### src/rtl/dmem_pkg.sv
// Shared types for the data-memory master: access sizes, FSM states, address helpers.
package dmem_pkg;

    typedef enum logic [1:0] {
        SZ_BYTE = 2'b00,
        SZ_HALF = 2'b01,
        SZ_WORD = 2'b10
    } size_e;

    typedef enum logic [2:0] {
        S_IDLE = 3'd0,
        S_RD   = 3'd1,
        S_GAP  = 3'd2,
        S_WR   = 3'd3,
        S_RESP = 3'd4
    } state_e;

    // Size code 11 behaves as a word access.
    function automatic logic is_word(input logic [1:0] sz);
        return sz[1];
    endfunction

    function automatic logic misaligned(input logic [1:0] sz, input logic [1:0] lo);
        if (sz[1])
            return lo != 2'b00;
        if (sz == SZ_HALF)
            return lo[0];
        return 1'b0;
    endfunction

    function automatic logic [1:0] align_lo(input logic [1:0] sz, input logic [1:0] lo);
        if (sz[1])
            return 2'b00;
        if (sz == SZ_HALF)
            return {lo[1], 1'b0};
        return lo;
    endfunction

endpackage

### src/rtl/dmem_if.sv
// CPU request/response and word-RAM signals of the data-memory master.
interface dmem_if;

    logic        req_valid;
    logic        req_we;
    logic [1:0]  req_size;
    logic        req_unsigned;
    logic [31:0] req_addr;
    logic [31:0] req_wdata;
    logic        req_ready;
    logic        rsp_valid;
    logic [31:0] rsp_rdata;
    logic        rsp_err;
    logic        cpu_stall;

    logic        mem_cs;
    logic        mem_we;
    logic [31:0] mem_addr;
    logic [31:0] mem_din;
    logic [31:0] mem_dout;
    logic        mem_ack;

    modport master (
        input  req_valid, req_we, req_size, req_unsigned, req_addr, req_wdata,
        input  mem_dout, mem_ack,
        output req_ready, rsp_valid, rsp_rdata, rsp_err, cpu_stall,
        output mem_cs, mem_we, mem_addr, mem_din
    );

    modport slave (
        output req_valid, req_we, req_size, req_unsigned, req_addr, req_wdata,
        output mem_dout, mem_ack,
        input  req_ready, rsp_valid, rsp_rdata, rsp_err, cpu_stall,
        input  mem_cs, mem_we, mem_addr, mem_din
    );

endinterface

### src/rtl/dmem_lane_align.sv
// Byte-lane extraction with sign/zero extension for loads and
// read-modify-write merge of sub-word store data into a RAM word.
module dmem_lane_align
    import dmem_pkg::*;
(
    input  logic [1:0]  size,
    input  logic        is_unsigned,
    input  logic [1:0]  lo,
    input  logic [31:0] rdata,
    input  logic [31:0] wdata,
    output logic [31:0] load_data,
    output logic [31:0] merged
);

    logic [4:0]  bsh;
    logic [4:0]  hsh;
    logic [7:0]  b;
    logic [15:0] h;

    assign bsh = {lo, 3'b000};
    assign hsh = {lo[1], 4'b0000};

    always_comb begin
        load_data = '0;
        merged    = rdata;
        b         = 8'(rdata >> bsh);
        h         = 16'(rdata >> hsh);
        unique case (1'b1)
            size[1]: begin
                load_data = rdata;
                merged    = wdata;
            end
            size == SZ_HALF: begin
                load_data = {{16{~is_unsigned & h[15]}}, h};
                merged    = (rdata & ~(32'h0000_FFFF << hsh))
                          | ({16'h0, wdata[15:0]} << hsh);
            end
            size == SZ_BYTE: begin
                load_data = {{24{~is_unsigned & b[7]}}, b};
                merged    = (rdata & ~(32'h0000_00FF << bsh))
                          | ({24'h0, wdata[7:0]} << bsh);
            end
            default: ;
        endcase
    end

endmodule

### src/rtl/dmem_master.sv
// CPU load/store master for a word-only RAM with timeout and sub-word RMW.
// Define DMEM_MISALIGN_TRAP_EN to reject misaligned requests instead of aligning them.
module dmem_master
    import dmem_pkg::*;
#(
    parameter int TIMEOUT_CYCLES = 15
) (
    input logic  clk,
    input logic  rst,
    dmem_if.master bus
);

    localparam int CW = $clog2(TIMEOUT_CYCLES + 1);

    state_e        state;
    state_e        state_n;
    logic [CW-1:0] cnt;
    logic [1:0]    size_q;
    logic [1:0]    lo_q;
    logic          we_q;
    logic          uns_q;
    logic [31:0]   wdata_q;
    logic          tmo;
    logic          mis;
    logic [1:0]    lo_in;
    logic [31:0]   load_data;
    logic [31:0]   merged;

    assign lo_in = align_lo(bus.req_size, bus.req_addr[1:0]);

`ifdef DMEM_MISALIGN_TRAP_EN
    assign mis = misaligned(bus.req_size, bus.req_addr[1:0]);
`else
    assign mis = 1'b0;
`endif

    assign bus.req_ready = (state == S_IDLE);
    assign bus.cpu_stall = bus.req_valid & ~bus.rsp_valid;

    dmem_lane_align u_align (
        .size        (size_q),
        .is_unsigned (uns_q),
        .lo          (lo_q),
        .rdata       (bus.mem_dout),
        .wdata       (wdata_q),
        .load_data   (load_data),
        .merged      (merged)
    );

    always_comb begin
        state_n = state;
        tmo     = 1'b0;
        unique case (state)
            S_IDLE: begin
                if (bus.req_valid) begin
                    if (mis)
                        state_n = S_RESP;
                    else if (bus.req_we && is_word(bus.req_size))
                        state_n = S_WR;
                    else
                        state_n = S_RD;
                end
            end
            S_RD, S_WR: begin
                if (bus.mem_ack) begin
                    state_n = (state == S_RD && we_q) ? S_GAP : S_RESP;
                end else if (cnt == CW'(TIMEOUT_CYCLES - 1)) begin
                    tmo     = 1'b1;
                    state_n = S_RESP;
                end
            end
            S_GAP:   state_n = S_WR;
            S_RESP:  state_n = S_IDLE;
            default: state_n = S_IDLE;
        endcase
    end

    always_ff @(posedge clk) begin
        if (rst) begin
            state         <= S_IDLE;
            cnt           <= '0;
            size_q        <= '0;
            lo_q          <= '0;
            we_q          <= 1'b0;
            uns_q         <= 1'b0;
            wdata_q       <= '0;
            bus.mem_cs    <= 1'b0;
            bus.mem_we    <= 1'b0;
            bus.mem_addr  <= '0;
            bus.mem_din   <= '0;
            bus.rsp_valid <= 1'b0;
            bus.rsp_err   <= 1'b0;
            bus.rsp_rdata <= '0;
        end else begin
            state         <= state_n;
            bus.mem_cs    <= (state_n == S_RD) || (state_n == S_WR);
            bus.mem_we    <= (state_n == S_WR);
            bus.rsp_valid <= (state_n == S_RESP);
            // Counter restarts on every RD/WR entry, so a sub-word store gets two budgets.
            cnt <= (state_n == state && (state == S_RD || state == S_WR))
                 ? cnt + 1'b1 : '0;

            if (state == S_IDLE && bus.req_valid) begin
                size_q        <= bus.req_size;
                lo_q          <= lo_in;
                we_q          <= bus.req_we;
                uns_q         <= bus.req_unsigned;
                wdata_q       <= bus.req_wdata;
                bus.mem_addr  <= {bus.req_addr[31:2], 2'b00};
                bus.mem_din   <= bus.req_wdata;
                bus.rsp_rdata <= '0;
                bus.rsp_err   <= mis;
            end

            if (state == S_RD && bus.mem_ack) begin
                if (we_q)
                    bus.mem_din <= merged;
                else
                    bus.rsp_rdata <= load_data;
            end

            if (tmo) begin
                bus.rsp_err   <= 1'b1;
                bus.rsp_rdata <= '0;
            end

            if (state == S_RESP) begin
                bus.rsp_err   <= 1'b0;
                bus.rsp_rdata <= '0;
            end
        end
    end

endmodule

### src/flat_wrapper.sv
// flat-port wrapper written by rule: the top's interface ports become plain ports
module dmem_master_flat import dmem_pkg::*;
#(
    parameter int TIMEOUT_CYCLES = 15
)
  (clk, rst, bus_req_valid, bus_req_we, bus_req_size, bus_req_unsigned, bus_req_addr, bus_req_wdata, bus_mem_dout, bus_mem_ack, bus_req_ready, bus_rsp_valid, bus_rsp_rdata, bus_rsp_err, bus_cpu_stall, bus_mem_cs, bus_mem_we, bus_mem_addr, bus_mem_din);
  dmem_if bus_i ();
  input logic clk;
  input logic rst;
  input wire logic [$bits(bus_i.req_valid)-1:0] bus_req_valid;
  input wire logic [$bits(bus_i.req_we)-1:0] bus_req_we;
  input wire logic [$bits(bus_i.req_size)-1:0] bus_req_size;
  input wire logic [$bits(bus_i.req_unsigned)-1:0] bus_req_unsigned;
  input wire logic [$bits(bus_i.req_addr)-1:0] bus_req_addr;
  input wire logic [$bits(bus_i.req_wdata)-1:0] bus_req_wdata;
  input wire logic [$bits(bus_i.mem_dout)-1:0] bus_mem_dout;
  input wire logic [$bits(bus_i.mem_ack)-1:0] bus_mem_ack;
  output wire logic [$bits(bus_i.req_ready)-1:0] bus_req_ready;
  output wire logic [$bits(bus_i.rsp_valid)-1:0] bus_rsp_valid;
  output wire logic [$bits(bus_i.rsp_rdata)-1:0] bus_rsp_rdata;
  output wire logic [$bits(bus_i.rsp_err)-1:0] bus_rsp_err;
  output wire logic [$bits(bus_i.cpu_stall)-1:0] bus_cpu_stall;
  output wire logic [$bits(bus_i.mem_cs)-1:0] bus_mem_cs;
  output wire logic [$bits(bus_i.mem_we)-1:0] bus_mem_we;
  output wire logic [$bits(bus_i.mem_addr)-1:0] bus_mem_addr;
  output wire logic [$bits(bus_i.mem_din)-1:0] bus_mem_din;
  assign bus_i.req_valid = bus_req_valid;
  assign bus_i.req_we = bus_req_we;
  assign bus_i.req_size = bus_req_size;
  assign bus_i.req_unsigned = bus_req_unsigned;
  assign bus_i.req_addr = bus_req_addr;
  assign bus_i.req_wdata = bus_req_wdata;
  assign bus_i.mem_dout = bus_mem_dout;
  assign bus_i.mem_ack = bus_mem_ack;
  assign bus_req_ready = bus_i.req_ready;
  assign bus_rsp_valid = bus_i.rsp_valid;
  assign bus_rsp_rdata = bus_i.rsp_rdata;
  assign bus_rsp_err = bus_i.rsp_err;
  assign bus_cpu_stall = bus_i.cpu_stall;
  assign bus_mem_cs = bus_i.mem_cs;
  assign bus_mem_we = bus_i.mem_we;
  assign bus_mem_addr = bus_i.mem_addr;
  assign bus_mem_din = bus_i.mem_din;
  dmem_master #(.TIMEOUT_CYCLES(TIMEOUT_CYCLES)) u_core (.clk(clk), .rst(rst), .bus(bus_i));
endmodule
### config.mk
export PLATFORM = sky130hd
export DESIGN_NAME = dmem_master_flat
export DESIGN_NICKNAME = d
export VERILOG_FILES = /design/src/rtl/dmem_pkg.sv /design/src/rtl/dmem_if.sv /design/src/rtl/dmem_lane_align.sv /design/src/rtl/dmem_master.sv /design/src/flat_wrapper.sv
export SDC_FILE = /design/constraint.sdc
export NUM_CORES = 1
export LEC_CHECK = 0
export CORE_AREA = 3 3 154 156
export CTS_CLUSTER_DIAMETER = 200
export CTS_CLUSTER_SIZE = 8
export DETAILED_ROUTE_END_ITERATION = 16
export DIE_AREA = 0 0 157 159
export SLEW_MARGIN = 0
export SYNTH_ARGS = -nofsm -noshare
export SYNTH_HDL_FRONTEND = slang
export SYNTH_SLANG_ARGS = --single-unit
### constraint.sdc
create_clock -name clk -period 2.4 [get_ports clk]
set_input_delay 0.6 -clock clk [delete_from_list [all_inputs] [get_ports clk]]
set_output_delay 0.6 -clock clk [all_outputs]
set_load 0.02 [all_outputs]
# ---- Yosys cells after proc, flatten, opt, wreduce, memory -nomap -nowiden
# Cells that the tools add are included.
dict set report op_classes {
  add_sub_neg 1
  n_eq_ne 11
  shift 6
  mux 26
  bitwise 12
  reduce_logical 14
}
# operator count
set ops {}
lappend ops {{32-bit two-way mux} 6}
lappend ops {{32-bit case mux with 3 select lines} 2}
lappend ops {{32-bit AND} 2}
lappend ops {{32-bit inverter} 2}
lappend ops {{32-bit bitwise OR} 2}
lappend ops {{16-bit by 5-bit << shifter with 32-bit output} 1}
lappend ops {{16-bit by 5-bit << shifter with 32-bit output (first input constant)} 1}
lappend ops {{8-bit by 5-bit << shifter with 32-bit output} 1}
lappend ops {{8-bit by 5-bit << shifter with 32-bit output (first input constant)} 1}
lappend ops {{32-bit by 5-bit right shift with 16-bit output} 1}
lappend ops {{32-bit by 5-bit right shift with 8-bit output} 1}
lappend ops {{3-bit two-way mux} 4}
lappend ops {{2-bit two-way mux} 5}
lappend ops {{3-bit by 2-bit equality test with 1-bit output (second input constant)} 3}
lappend ops {{3-bit case mux with 3 select lines} 1}
lappend ops {{1-bit two-way mux} 8}
lappend ops {{3-bit by 1-bit equality test with 1-bit output (second input constant)} 2}
lappend ops {{3-bit equality test (second input constant)} 2}
lappend ops {{2-bit OR reduction} 3}
lappend ops {{1-bit logical AND} 5}
lappend ops {{4-bit by 1-bit adder with 4-bit output (second input constant)} 1}
lappend ops {{2-bit by 1-bit equality test with 1-bit output (second input constant)} 2}
lappend ops {{4-bit equality test (second input constant)} 1}
lappend ops {{1-bit AND} 3}
lappend ops {{other kinds (7)} 10}
dict set report totals {
  reg_bits 143
  inputBits 104
  output_inout_bits 102
  elab_cells 84
}

# ---- Logic depth before layout (Yosys ltp)
# Gate-level depths: netlist (run 1).
dict set report depth {
  depth_word 9
  ltp_mapped 8
  mapped_depth_nobuf 6
}

# ---- By module
# A second synthesis (run 1) with hierarchy kept.
dict set report unflattened {
  cells_unflattened 881
  hier_area_um2 7106.8
}
# mod n_inst cells_each area_each_um2 seq_area_each_um2
set modules_own_cells {}
lappend modules_own_cells {dmem_master 1 651 5565.3 2862.7}
lappend modules_own_cells {dmem_lane_align 1 230 1541.5 0.0}

# ---- Least setup slack after synthesis (run 1)
# OpenSTA, ideal clock, no wires.
dict set report synth_path {
  path_type {register to register}
  startpoint {register u_core.cnt[0]}
  endpoint {register u_core.bus.rsp_rdata[6]}
  setup_time_ns 0.092
  t_arrival_ns 1.807
  required_time_ns 2.308
  path_slack_ns 0.501
  stages_incl_launch_ff 9
  path_buffers 2
  period_less_slack_ns 1.899
  path_cell_list {dfxtp_1 inv_1 ha_1 and3_1 a221o_1 buf_2 or3_1 buf_6 o32ai_1}
}
dict set report synth_via {
  elab_chain_len 5
}
# item line_no
set synth_rtl {}
lappend synth_rtl {{start: declaration} dmem_master.sv:17} ;# logic [CW-1:0] cnt;
lappend synth_rtl {{start signal: assignment} dmem_master.sv:100} ;# cnt <= (state_n == state && (state == S_RD || state == S_WR))
lappend synth_rtl {{4-bit equality test} dmem_master.sv:67} ;# end else if (cnt == CW'(TIMEOUT_CYCLES - 1)) begin
lappend synth_rtl {{1-bit two-way mux} dmem_master.sv:67}
lappend synth_rtl {{1-bit two-way mux} dmem_master.sv:65} ;# if (bus.mem_ack) begin
lappend synth_rtl {{1-bit two-way mux} dmem_master.sv:53} ;# unique case (state)
lappend synth_rtl {{3-bit OR reduction (no source line)} n/a}
lappend synth_rtl {{end signal: assignment} dmem_master.sv:119} ;# bus.rsp_rdata <= load_data;
lappend synth_rtl {{end: declaration} dmem_if.sv:26} ;# output req_ready, rsp_valid, rsp_rdata, rsp_err, cpu_stall,
# Every way passes these cells.
# A chain may end at the register's enable or synchronous reset.

# ---- Final worst setup path (run 1)
dict set report layout_path {
  startpoint {input bus_req_valid}
  endpoint {output bus_cpu_stall}
}
dict set report layout_via {
  elab_chain_len 1
}
# item line_no
set layout_rtl {}
lappend layout_rtl {{start: declaration} flat_wrapper.sv:10} ;# input wire logic [$bits(bus_i.req_valid)-1:0] bus_req_valid;
lappend layout_rtl {{1-bit AND} dmem_master.sv:38} ;# assign bus.cpu_stall = bus.req_valid & ~bus.rsp_valid;
lappend layout_rtl {{end: declaration} flat_wrapper.sv:22} ;# output wire logic [$bits(bus_i.cpu_stall)-1:0] bus_cpu_stall;
# Every way passes these cells.

==> flow_summary.toml, run 1 <==
[logic_synthesis]
synth_edf_count = 0
syn_area_mm2 = 0.006689
ys_seq_area_share_pct = 42.80
synthArstFlopShare_pct = 0
ys_seq_elements = 143
postSynthAreaPerCell_um2 = 8.137
postSynthCellCount = 822
ys.flop_type = "dfxtp_1"
yosysWarnings = 0
synth.distinct_cells = 51

[setup_path]
crit_buf_inv = 2
rrSetupSlack_ns = 0.34
path_class = "primary input to primary output"
rr_worst_depth = 5
cpLargestDelayFamily = "buffers and inverters"
crit_chain = "clkdlybuf4s50_1, nor2b_1, dlygate4sd2_1"
worst_path_largest_cell_delay_ns = 0.47
crit_path_end_kind = "primary output"
critPathRequiredTime_ns = 1.80
r2r_end = "u_core.bus.mem_din[29]"
cp.arrival_ns = 1.52
crit_slowest_cell = "clkdlybuf4s50_1"
critPathLaunchType = "primary input"
reg2reg_from = "u_core.lo_q[1]"
cp_max_fo = 2

[min_path]
holdPathEnd = "u_core.bus.mem_addr[18]"
hold_class = "flop to flop"
hold_depth = 2
hold_path.startpoint = "u_core.bus.mem_addr[18]"

[clock_network]
holdBufCountCts = 0
path_clk_slew_ns = 0.06
ctsRootBufferMaster = "clkbuf_16"
post_cts_buffers = 0
h-tree-depth = 4
cts_buffers = 17
clk_latency_ns = 0.42
clkSinkCount = 143
cts_buffer_depth = 2
cts_tree = "done"
cts_resized = 1

[global_routing]
track_usage_pct = 18.78
antenna_found_initial = 1
grt_max_degree = 73
grt-ovfl-total = 0
grt_pass1_wl_um = 37070
first_global_vias = 6536

[floorplanning]
core_area_mm2 = 0.02250
start_util_pct = 29.72
io_pins = 206
rows = 55
die_area_mm2 = 0.02496
fp.dieW_um = 157
die-height_um = 159

[route]
wl_met2_um = 11200
top_layer = "met4"
final_antenna_net_count = 0
wl_met3_um = 2208
wl_um = 24020
drc = 0
drt_first_pass_iters = 5
wl_met1_um = 10350
vias_per_cell = 5.140
vias = 6697
drtIter0Drc = 429
wl_per_cell_um = 18.43

[place]
hpwlAfterDp_um = 17460
finalWeightedCongestion = 0.8336
dp_slack_ns = -0.01216
io_buffer_count = 203
placedCellCount = 1272

[timing]
clock_skew_ns = 0.009792
final_hold_viol_count = 0
setup_violations = 0
final.period_utilization_pct = 88.32
tightest_slew_ns = 0.7609
rsz0062_at_grt = "no"
max_freq_ghz = 0.4717
setup_ws_ns = 0.2802
final-max-slew-violation-count = 0
relSlewSlack_pct = 49.27
hold_slack_ns = 0.4511
final.min_clock_period_ns = 2.120

[job]
cap_violations = 0

[status]
run_status = "finished clean"

[power_and_ir_drop]
p_leak_nw = 3.450
p_per_area_mw_per_mm2 = 680.4
ir_worst_vdd_v = 0.0004210

[final_layout]
instances_no_fill = 1303
fillCellCount = 2257
drive_gt1_share_pct = 11.11
final_cell_mix = "clkdlybuf4s50_1, nand2_1, dfxtp_1"
area_growth_pct = 44.86
fin_nets = 1112
final_common_cell = "clkdlybuf4s50_1"
sequential_cell_area_mm2 = 0.002864
multi_input_area_mm2 = 0.003437
## area by class of cell
class	instances	area share (%)
multi-input combinational	587	35.47
sequential	143	29.56
timing repair buffer	243	24.81
clock buffer	23	5.036
tap	285	3.680
clock inverter	7	0.8781
inverter	14	0.5424
antenna	1	0.02583
## registers in the layout (all words and copies together), names as in the netlist, 2 cells and up
name / count
u_core.bus.mem_din: 32
u_core.bus.rsp_rdata: 32
u_core.wdata_q: 32
u_core.bus.mem_addr: 30
u_core.cnt: 4
u_core.state: 3
u_core.lo_q: 2
u_core.size_q: 2
## tightest hold or removal path: cells and delay by family (launching register included)
kind | cells | cell delay (ns)
AO/OA/AOI/OAI | 1 | 0.05
flip-flops | 1 | 0.30
AND/OR/NAND/NOR | 1 | 0.05
## logic make-up after synthesis
family | share of synthesized area, %
compound gates | 27.14
simple gates | 17.62
flops | 42.80
buf+inv | 6.060
mux | 5.686
fa+ha+maj | 0.3741
xor+xnor | 0.2619
other cells | 0.05606
## report_power, final
group          total (W)  internal, W  switching, W
Clock            0.00260      0.00162      0.000978
Combinational    0.00134     0.000628      0.000710
Sequential       0.00266      0.00253      0.000124
## metrics by stage
stage | setup TNS, ns | utilization, % | power [W] | cell area, µm²
after floorplan | 0 | - | 0.003376 | 6693
after global placement | -0.01770 | 40.49 | 0.004043 | 9112
after detailed placement | -0.01679 | 40.49 | 0.004046 | 9112
after CTS | 0 | 43.04 | 0.006667 | 9684
after global routing | 0 | 43.06 | 0.006867 | 9689
final | 0 | 43.06 | 0.006593 | 9689
## how the worst max path moves through the flow
stage	startpoint	end	slack, ns	cells past startpoint
floorplan	u_core.cnt[0]	u_core.bus.rsp_rdata[6]	0.50	8
detailed placement	bus_req_valid	bus_cpu_stall	-0.01	3
global placement	bus_req_valid	bus_cpu_stall	-0.02	3
finish	bus_req_valid	bus_cpu_stall	0.28	3
global route	bus_req_valid	bus_cpu_stall	0.22	3
CTS	u_core.state[2]	bus_req_ready	0.02	2
## layer usage
layer	up-vias	GRT usage, %
li1	3299	-
met1	3135	24.14
met2	243	29.76
met3	20	7.094
met4	0	4.616
met5	-	0
## Yosys cell counts, types with 3 or more instances
cell type	count	area [µm²]
inv_1	13	48.80
a21oi_1	139	695.7
a31oi_1	5	31.28
nand2b_1	5	31.28
o221a_2	3	33.78
nand3_1	9	45.04
and3_1	10	62.56
buf_1	5	18.77
buf_2	27	135.1
a22oi_1	13	97.59
or3_1	8	50.05
clkbuf_1	43	161.4
nor4bb_1	3	30.03
nand2_1	192	720.7
nor2_1	23	86.33
mux2i_1	20	200.2
a22o_1	13	113.9
o21ai_0	6	30.03
nor3_1	3	15.01
a221oi_1	3	26.28
a211oi_1	38	285.3
o32ai_1	15	131.4
mux2_2	12	135.1
a311oi_1	7	61.31
nor2b_1	6	37.54
a21boi_0	8	60.06
dfxtp_1	143	2863
a31o_2	19	166.4
No activity file was read; power rests on OpenSTA's default activity.
==> inputs of run 2 (changes only) <==
--- a/config.mk
+++ b/config.mk
@@ -5,6 +5,7 @@
 export SDC_FILE = /design/constraint.sdc
 export NUM_CORES = 1
 export LEC_CHECK = 0
+export ABC_CLOCK_PERIOD_IN_PS = 2400
 export CORE_AREA = 3 3 154 156
 export CTS_CLUSTER_DIAMETER = 200
 export CTS_CLUSTER_SIZE = 8
==> results of run 2 <==
No change in the layout: final DEF, timing and power equal those of run 1.
